## src/rtl/wishbone_bus_arbiter_pkg.sv

```systemverilog
// Shared types and bus widths for the two-master Wishbone arbiter.
package wishbone_bus_arbiter_pkg;

    localparam int WB_ADDR_W = 32;
    localparam int WB_DATA_W = 32;
    localparam int WB_SEL_W  = 4;

    // Encoding doubles as the one-hot {lsu,if} grant vector.
    typedef enum logic [1:0] {
        ARB_IDLE = 2'b00,
        ARB_IF   = 2'b01,
        ARB_LSU  = 2'b10
    } arb_state_t;

    // Map the grant state to the externally visible one-hot owner vector.
    function automatic logic [1:0] grant_of(input arb_state_t state);
        logic [1:0] grant;
        case (state)
            ARB_IF:  grant = 2'b01;
            ARB_LSU: grant = 2'b10;
            default: grant = 2'b00;
        endcase
        return grant;
    endfunction

endpackage

```

## src/rtl/wishbone_bus_arbiter_watchdog.sv

```systemverilog
// No-ack watchdog: counts strobe cycles without a slave response and
// produces a one-cycle expiry pulse when the limit is reached.
module wb_watchdog
    import wishbone_bus_arbiter_pkg::*;
#(
    parameter int unsigned TIMEOUT_CYCLES = 64
) (
    input  logic clk,
    input  logic reset,
    input  logic stb,
    input  logic ack,
    input  logic err,
    input  logic bus_release,
    output logic expire,
    output logic expire_last
);

    localparam int CNT_W = (TIMEOUT_CYCLES > 0) ? $clog2(TIMEOUT_CYCLES + 1) : 1;

    generate
        if (TIMEOUT_CYCLES > 0) begin : g_wd
            localparam logic [CNT_W-1:0] LIMIT = CNT_W'(TIMEOUT_CYCLES);

            logic [CNT_W-1:0] cnt_r;
            logic [CNT_W-1:0] cnt_nxt_s;
            logic             expire_s;
            logic             expire_last_r;

            // Expiry fires only if no response arrives this cycle: a coincident ack wins.
            always_comb begin
                expire_s = 1'b0;
                if (stb && !ack && !err && (cnt_r == LIMIT)) begin
                    expire_s = 1'b1;
                end else begin
                    expire_s = 1'b0;
                end
            end

            // Count unanswered strobe cycles, clear on any response, release or expiry, saturate at the limit.
            always_comb begin
                cnt_nxt_s = cnt_r;
                if (bus_release || !stb || ack || err || expire_s) begin
                    cnt_nxt_s = {CNT_W{1'b0}};
                end else if (cnt_r != LIMIT) begin
                    cnt_nxt_s = cnt_r + CNT_W'(1);
                end else begin
                    cnt_nxt_s = cnt_r;
                end
            end

            // Counter and the one-cycle memory of an expiry used to drop a late ack.
            always_ff @(posedge clk or negedge reset) begin
                if (!reset) begin
                    cnt_r         <= {CNT_W{1'b0}};
                    expire_last_r <= 1'b0;
                end else begin
                    cnt_r         <= cnt_nxt_s;
                    expire_last_r <= expire_s;
                end
            end

            assign expire      = expire_s;
            assign expire_last = expire_last_r;
        end else begin : g_off
            assign expire      = 1'b0;
            assign expire_last = 1'b0;
        end
    endgenerate

endmodule

```

## src/rtl/wishbone_bus_arbiter.sv

```systemverilog
// Two-master (IF, LSU) Wishbone B4 classic arbiter with registered grant,
// round-robin tie-break, whole-cycle locking and a no-ack watchdog.
module wishbone_bus_arbiter
    import wishbone_bus_arbiter_pkg::*;
#(
    parameter int unsigned TIMEOUT_CYCLES = 64,
    parameter bit          LSU_FIRST      = 1'b1
) (
    input  logic                 clk,
    input  logic                 reset,
    input  logic                 if_cyc_i,
    input  logic                 if_stb_i,
    input  logic                 if_we_i,
    input  logic [WB_ADDR_W-1:0] if_adr_i,
    input  logic [WB_DATA_W-1:0] if_dat_i,
    input  logic [WB_SEL_W-1:0]  if_sel_i,
    output logic [WB_DATA_W-1:0] if_dat_o,
    output logic                 if_ack_o,
    output logic                 if_err_o,
    input  logic                 lsu_cyc_i,
    input  logic                 lsu_stb_i,
    input  logic                 lsu_we_i,
    input  logic [WB_ADDR_W-1:0] lsu_adr_i,
    input  logic [WB_DATA_W-1:0] lsu_dat_i,
    input  logic [WB_SEL_W-1:0]  lsu_sel_i,
    output logic [WB_DATA_W-1:0] lsu_dat_o,
    output logic                 lsu_ack_o,
    output logic                 lsu_err_o,
    output logic                 mem_cyc_o,
    output logic                 mem_stb_o,
    output logic                 mem_we_o,
    output logic [WB_ADDR_W-1:0] mem_adr_o,
    output logic [WB_DATA_W-1:0] mem_dat_o,
    output logic [WB_SEL_W-1:0]  mem_sel_o,
    input  logic [WB_DATA_W-1:0] mem_dat_i,
    input  logic                 mem_ack_i,
    input  logic                 mem_err_i,
    output logic [1:0]           o_grant
);

    arb_state_t state_r;
    arb_state_t state_nxt_s;
    logic       last_lsu_r;       // 1: most recent grant went to LSU
    logic       last_lsu_nxt_s;
    logic       arbitrate_s;
    logic       if_req_s;
    logic       lsu_req_s;
    logic       owner_cyc_s;
    logic       owner_stb_s;
    logic       release_s;
    logic       expire_s;
    logic       expire_last_s;
    logic       drop_ack_s;

    assign if_req_s  = if_cyc_i & if_stb_i;
    assign lsu_req_s = lsu_cyc_i & lsu_stb_i;

    // Grant state and round-robin pointer.
    always_ff @(posedge clk or negedge reset) begin
        if (!reset) begin
            state_r    <= ARB_IDLE;
            last_lsu_r <= (LSU_FIRST == 1'b1) ? 1'b0 : 1'b1;
        end else begin
            state_r    <= state_nxt_s;
            last_lsu_r <= last_lsu_nxt_s;
        end
    end

    // Next grant: arbitrate when idle or when the owner drops CYC; otherwise the owner keeps the bus.
    always_comb begin
        state_nxt_s    = state_r;
        last_lsu_nxt_s = last_lsu_r;
        arbitrate_s    = 1'b0;
        case (state_r)
            ARB_IDLE: arbitrate_s = 1'b1;
            ARB_IF:   arbitrate_s = ~if_cyc_i;
            ARB_LSU:  arbitrate_s = ~lsu_cyc_i;
            default:  arbitrate_s = 1'b1;
        endcase
        if (arbitrate_s) begin
            if (if_req_s && lsu_req_s) begin
                state_nxt_s = last_lsu_r ? ARB_IF : ARB_LSU;
            end else if (if_req_s) begin
                state_nxt_s = ARB_IF;
            end else if (lsu_req_s) begin
                state_nxt_s = ARB_LSU;
            end else begin
                state_nxt_s = ARB_IDLE;
            end
            if (state_nxt_s == ARB_IF) begin
                last_lsu_nxt_s = 1'b0;
            end else if (state_nxt_s == ARB_LSU) begin
                last_lsu_nxt_s = 1'b1;
            end else begin
                last_lsu_nxt_s = last_lsu_r;
            end
        end else begin
            state_nxt_s    = state_r;
            last_lsu_nxt_s = last_lsu_r;
        end
    end

    // Request path mux: forward the owner's cycle signals to the slave, all zero when idle.
    always_comb begin
        owner_cyc_s = 1'b0;
        owner_stb_s = 1'b0;
        mem_we_o    = 1'b0;
        mem_adr_o   = {WB_ADDR_W{1'b0}};
        mem_dat_o   = {WB_DATA_W{1'b0}};
        mem_sel_o   = {WB_SEL_W{1'b0}};
        case (state_r)
            ARB_IF: begin
                owner_cyc_s = if_cyc_i;
                owner_stb_s = if_stb_i;
                mem_we_o    = if_we_i;
                mem_adr_o   = if_adr_i;
                mem_dat_o   = if_dat_i;
                mem_sel_o   = if_sel_i;
            end
            ARB_LSU: begin
                owner_cyc_s = lsu_cyc_i;
                owner_stb_s = lsu_stb_i;
                mem_we_o    = lsu_we_i;
                mem_adr_o   = lsu_adr_i;
                mem_dat_o   = lsu_dat_i;
                mem_sel_o   = lsu_sel_i;
            end
            default: begin
                owner_cyc_s = 1'b0;
            end
        endcase
    end

    assign release_s  = ~owner_cyc_s;
    assign mem_cyc_o  = owner_cyc_s;
    assign mem_stb_o  = owner_stb_s & ~expire_s;
    // An ack arriving just after expiry belongs to the abandoned strobe unless a new one is up.
    assign drop_ack_s = expire_last_s & ~owner_stb_s;

    wb_watchdog #(
        .TIMEOUT_CYCLES(TIMEOUT_CYCLES)
    ) u_watchdog (
        .clk         (clk),
        .reset       (reset),
        .stb         (owner_stb_s),
        .ack         (mem_ack_i),
        .err         (mem_err_i),
        .bus_release (release_s),
        .expire      (expire_s),
        .expire_last (expire_last_s)
    );

    // Response routing: only the owner sees ack/err; watchdog expiry appears as an error.
    always_comb begin
        if_ack_o  = 1'b0;
        if_err_o  = 1'b0;
        lsu_ack_o = 1'b0;
        lsu_err_o = 1'b0;
        case (state_r)
            ARB_IF: begin
                if_ack_o = mem_ack_i & ~drop_ack_s;
                if_err_o = mem_err_i | expire_s;
            end
            ARB_LSU: begin
                lsu_ack_o = mem_ack_i & ~drop_ack_s;
                lsu_err_o = mem_err_i | expire_s;
            end
            default: begin
                if_ack_o  = 1'b0;
                lsu_ack_o = 1'b0;
            end
        endcase
    end

    assign if_dat_o  = mem_dat_i;
    assign lsu_dat_o = mem_dat_i;
    assign o_grant   = grant_of(state_r);

endmodule

```

## config.mk

```make
export PLATFORM = sky130hd
export DESIGN_NAME = wishbone_bus_arbiter
export DESIGN_NICKNAME = d
export VERILOG_FILES = /design/src/rtl/wishbone_bus_arbiter_pkg.sv /design/src/rtl/wishbone_bus_arbiter_watchdog.sv /design/src/rtl/wishbone_bus_arbiter.sv
export SDC_FILE = /design/constraint.sdc
export NUM_CORES = 1
export LEC_CHECK = 0
export ABC_AREA = 1
export BUFFER_PORTS_ARGS = -buffer_cell sky130_fd_sc_hd__buf_4
export CORE_AREA = 10 10 115 117
export DETAILED_ROUTE_END_ITERATION = 12
export DIE_AREA = 0 0 125 127
export GPL_ROUTABILITY_DRIVEN = 0
export SETUP_SLACK_MARGIN = 0.15
export SYNTH_ARGS = -nofsm -noshare
export SYNTH_HDL_FRONTEND = slang
export SYNTH_SLANG_ARGS = --single-unit
```

## constraint.sdc

```tcl
create_clock -name clk -period 1.53 [get_ports clk]
set_input_delay 0.153 -clock clk [delete_from_list [all_inputs] [get_ports clk]]
set_output_delay 0.153 -clock clk [all_outputs]
set_load 0.01 [all_outputs]
```

======== After elaboration in Yosys (flattened, before gate mapping) ========
Cells that the tools add are included.
W data, S select, Z words.
storage, ports and cells
  register bits after elaboration ......... 11
  bits in latches ......................... 0
  memory bits (writable) .................. 0
  ROM bits ................................ 0
  output and inout bits ................... 141
  memories ................................ 0
cells by class
  $add $sub $neg .......................... 1
  multiply operators ...................... 0
  divide/modulo/power cells ............... 0
  magnitude comparators ................... 0
  eq/ne operators ......................... 6
  shift-type cells ........................ 0
  multiplexer cells ....................... 22
  bitwise gates (word level) .............. 12
  reduce and logical (&&, ||, !) cells .... 14
operators with widths
  operator               count
  $pmux W32 S2           2
  $mux W7                2
  $mux W2                5
  $pmux W1 S2            4
  $pmux W4 S2            1
  $add A7 B1 Y7 const B  1
  $eq A7 B7 Y1 const B   1
  $mux W1                7
  $ne A7 B7 Y1 const B   1
  $not A1 Y1             6
  $and A1 B1 Y1          5
  $eq A2 B1 Y1 const B   2
  $eq A2 B2 Y1 const B   2
  $logic_and A1 B1 Y1    4
  $logic_or A1 B1 Y1     4
  $pmux W2 S2            1
  $reduce_bool A2 Y1     2
  $logic_not A1 Y1       3
  $reduce_and A2 Y1      1
  $or A1 B1 Y1           1

======== Depth between registers and ports, before layout ========
  depth after elaboration ................. 8
  gate-level depth with buffers ........... 9
  mapped depth without buffers ............ 8

======== Cells and area by module ========
Synthesis repeated with hierarchy kept, for this count alone.
unflattened totals
  cell total of the unflattened synthesis .. 397
  area total of the unflattened synthesis .. 2262.2 sq um
modules (own cells, without submodules)
  module                instances  cells each  area an instance (sq um)  sequential area each (sq um)
  wishbone_bus_arbiter  1          350         1859.3                    75.1
  wb_watchdog           1          47          402.9                     200.2

======== Worst setup path before layout ========
OpenSTA, ideal clock, no wires.
  kind .................................... flip-flop to output port
  start ................................... register state_r[0]
  end ..................................... output if_err_o
  arrival ................................. 1307 ps
  data required time ...................... 1377 ps
  setup slack ............................. 70 ps
  cell stages (with the launch flop) ...... 9
  path buffers ............................ 1
  cell sequence ........................... dfrtp_1 > inv_1 > ha_1 > buf_2 > inv_2 > nand3_4 > nor2_4 > nor2_1 > nor2_1
between the ends
  cells in the longest elaborated chain, start to end .. 8
  elaborated cells between the ends (all ways) .. 9
RTL lines
  element                                              line                                 source
  start: declaration                                   wishbone_bus_arbiter.sv:41           arb_state_t state_r;
  start signal: assignment                             wishbone_bus_arbiter.sv:64           state_r <= state_nxt_s;
  $eq A2 B2 Y1 / $eq A2 B1 Y1 (equally long branches)  wishbone_bus_arbiter.sv:111          case (state_r)
  $pmux W1 S2 (*)                                      wishbone_bus_arbiter.sv:111
  $logic_and A1 B1 Y1 (*) (3 in a row)                 wishbone_bus_arbiter_watchdog.sv:32  if (stb && !ack && !err && (cnt_r == LIMIT)) begin
  $mux W1 (*)                                          wishbone_bus_arbiter_watchdog.sv:32
  named net expire_s                                   wishbone_bus_arbiter.sv:51           logic expire_s;
  $or A1 B1 Y1 (*)                                     wishbone_bus_arbiter.sv:162          if_err_o = mem_err_i | expire_s;
  $mux W1 (*)                                          wishbone_bus_arbiter.sv:159          case (state_r)
  end: declaration                                     wishbone_bus_arbiter.sv:19           output logic if_err_o,
Mark *: on every way through the listed nets, which the timed path passes. The rest lies on a longest branch.

======== Final worst setup path ========
Same ends and word-level chain as after synthesis.

==> results.rst <==
.. list-table::
   :header-rows: 1

   * - Metric
     - Value
   * - Result of the run
     - complete, but fails checks
   * - Violated checks
     - setup timing
   * - Post-route design area
     - 4760 um^2
   * - Post-DP HPWL
     - 9530 um
   * - # nets final
     - 752
   * - Via-per-instance ratio
     - 4.46
   * - Ys async rst share
     - 100%
   * - Post-Route M1 WL
     - 4970 um
   * - Launch point of the worst hold path
     - mem_ack_i
   * - Synthesized area per cell
     - 5.66 um^2
   * - Vias
     - 3164
   * - Total gr overflow
     - 0
   * - Total GRT Usage
     - 13.6%
   * - Reg2reg setup slack
     - -0.10 ns
   * - Post-synthesis sequential area ratio
     - 12.4%
   * - Total leakage power
     - 2.33 nW
   * - Capturing point of the worst reg2reg path
     - state_r[1]
   * - Cell family contributing the most delay on the critical path
     - simple AND/OR/NAND/NOR gates
   * - Maximum number of pins on one net before global-route repair
     - 33
   * - Clock tree from TritonCTS
     - done
   * - End-of-flow core utilization
     - 42.8%
   * - Reg2reg path depth
     - 9
   * - Number of standard cells after synthesis
     - 391
   * - Slowest cell on the critical path
     - dfrtp_1
   * - Signed area change from the synthesized netlist to the final layout
     - 115%
   * - Uppermost layer routed
     - met4
   * - Netlist area before placement
     - 2210 um^2
   * - Count of buffers inserted at the top-level ports
     - 222
   * - Delay contributed by the slowest stage of the critical path
     - 0.40 ns
   * - Amount of wire on met3 after detailed routing
     - 840 um
   * - CTS H-tree lvls
     - 1
   * - R2R Path Start
     - state_r[0]
   * - Share of post-route cells with drive strength above 1
     - 70.7%
   * - Aggregate routed wire length
     - 13300 um
   * - Net count after synthesis
     - 576
   * - Instance count along the most critical hold path
     - 4
   * - Inserted Clock Buffers
     - 3
   * - Clock buffer depth
     - 2
   * - Post-layout worst setup margin
     - -0.237 ns
   * - Final Hold Slack
     - 0.241 ns
   * - Max-slew violation count
     - 0
   * - Detailed-routing iteration count for the pre-antenna-repair pass
     - 4
   * - Critical-path cell list
     - buf_6 > ha_4 > nand2_2 > nand2_2 > nand3_4 > nor2_4 > nor2_4 > nor2_2 > buf_6
   * - Crit path DAT
     - 1.61 ns
   * - Clock latency reported for the late side of the worst-skew pair
     - 0.23 ns
   * - Number of setup violations in the final report
     - 78
   * - Width of the chip
     - 125 um
   * - Met2 routed wirelength
     - 7120 um
   * - Final antenna diode count
     - 0
   * - #FFs+latches synth
     - 11
   * - Count of yosys warnings during synthesis
     - 0
   * - Top_reg_cell synth
     - dfrtp_1
   * - Starting DRC count in detailed routing
     - 120
   * - Type of element launching the critical path
     - flip-flop
   * - Power Dens Cells
     - 1830 nW/um^2
   * - Number of enable flip-flop cells after synthesis
     - 0
   * - Count of maximum capacitance violations
     - 0
   * - Period utilization
     - 115%
   * - Power Total
     - 8.71 mW
   * - Critical Path RT
     - 1.38 ns
   * - Hold worst-path end
     - u_watchdog.expire_last
   * - Final Non-Filler Cells
     - 709
   * - Starting density of the core
     - 19.9%
   * - Worst slack after detailed placement
     - -0.0516 ns
   * - Count of antenna-violating nets left after detailed routing
     - 0
   * - Clk slew on worst S/H paths
     - 0.04 ns
   * - Wire length of the first global-routing pass
     - 17900 um
   * - Placed cell areas
     - 3690 um^2
   * - Number of fill cells
     - 1144
   * - I/O pin cnt
     - 319
   * - Buffer type at the clock tree root
     - clkbuf_16
   * - # placed instances
     - 685
   * - Per-cell routed wire length
     - 18.8 um
   * - Detailed-route DRC error count
     - 0
   * - Final critical-path required period
     - 1.77 ns
   * - Worst-path maximum fanout
     - 6
   * - Top-area cell type share of the netlist area
     - 26.5%
   * - Standard-cell row count
     - 39
   * - Rel. slew slack
     - 77.7%
   * - Critical Path End Type
     - primary output
   * - Worst-case clock skew
     - 0.00284 ns
   * - Most common cell in the synthesized netlist
     - nand2_1
   * - F_max
     - 566 MHz
   * - Die H
     - 127 um
   * - Setup TNS
     - -13.75 ns
   * - Vias in the first global route
     - 3180
   * - Netlist cell types
     - 22
   * - Setup repair after global routing missed its margin
     - yes
   * - Transition time at the pin with the least slew margin
     - 0.330 ns
   * - Count of buffering cells on the critical path with inverters included
     - 2
   * - Min-delay worst type
     - in -> reg
   * - Leading area contributor after synthesis
     - nand2_1
   * - Most instantiated cells after synthesis
     - nand2_1 (156), a21oi_1 (71), buf_4 (65)
   * - Biggest area contributors in the synthesized netlist
     - nand2_1 (26%), buf_4 (22%), a21oi_1 (16%)
   * - Floorplan core area
     - 11100 um^2
   * - Total number of clock tree sinks
     - 11
   * - Peak supply drop
     - 1020 uV
   * - Class of the most critical setup path
     - reg -> out
   * - Die ar.
     - 15900 um^2
   * - Final hold violations
     - 0
   * - Initial antenna violation count
     - 0
-- worst max path at each step --
stage	start	endpoint	depth (start not counted)
floorplan	state_r[0]	if_err_o	8
global placement	state_r[1]	mem_dat_o[7]	6
detailed placement	state_r[1]	last_lsu_r	8
CTS	state_r[1]	if_err_o	9
global route	state_r[0]	lsu_err_o	9
finish	state_r[0]	if_err_o	9
-- placed cells by master (no fill, tap or decap), types with 5 or more instances in the layout --
master,count
buf_4,228
nand2_1,112
a21oi_2,68
nand2_4,33
inv_1,14
nand2_2,13
nor2_1,12
buf_6,10
dfrtp_1,10
buf_12,10
clkbuf_16,8
nor2_2,7
ha_1,5
-- repair_timing --
action                                  CTS  global route
setup buffers                             6             2
gates resized for setup                  48           122
cloned                                    4             7
endpoints found under the hold margin    11             0
endpoints found under the setup margin   85            87
pin swaps                                28            43
hold buffers                              1             0
-- state kept, by name (all words and copies together) (netlist names) --
name	flops
u_watchdog.expire_last	1
state_r	2
u_watchdog.g_wd.cnt_r	7
last_lsu_r	1
-- report_power, final --
group | total, mW | internal [mW] | leakage [nW] | switching (mW)
sequential | 0.377 | 0.336 | 0.148 | 0.0409
combinational | 7.86 | 3.80 | 2.14 | 4.06
clock | 0.472 | 0.349 | 0.0382 | 0.122
total | 8.71 | 4.49 | 2.33 | 4.22
-- layer usage --
layer / GRT usage (%) / vias up
li1: - / 1514
met1: 14.7 / 1488
met2: 25.3 / 116
met3: 3.64 / 46
met4: 4.00 / 0
met5: 0 / -
-- final cells by class --
type | count | area, um^2 | area share (%)
timing repair buffer | 259 | 2280 | 48.0
inverter | 19 | 73.8 | 1.55
multi-input combinational | 273 | 1860 | 39.2
sequential | 11 | 277 | 5.81
tap | 143 | 179 | 3.76
clock buffer | 4 | 78.8 | 1.66
-- worst reg2reg max path: stages, from the launching register on --
cell	delay, ns
dfrtp_1	0.41
buf_6	0.14
ha_4	0.20
buf_12	0.15
buf_8	0.14
buf_6	0.12
nand2_4	0.06
nand3_4	0.11
nor2_4	0.14
a21oi_2	0.04
-- cells by family (layout without fill, tap and decap cells) --
| group | after synthesis | after routing | share of synthesized area [%] |
|---|---|---|---|
| adders and majority gates | 7 | 7 | 3.96 |
| xor gates and xnor gates | 2 | 2 | 0.792 |
| and+or+nand+nor | 187 | 187 | 34.1 |
| AOI/OAI and AO/OA | 77 | 77 | 17.8 |
| buffers and inverters | 107 | 282 | 30.9 |
| DFF | 11 | 11 | 12.4 |
No activity file was read; power rests on OpenSTA's default activity.
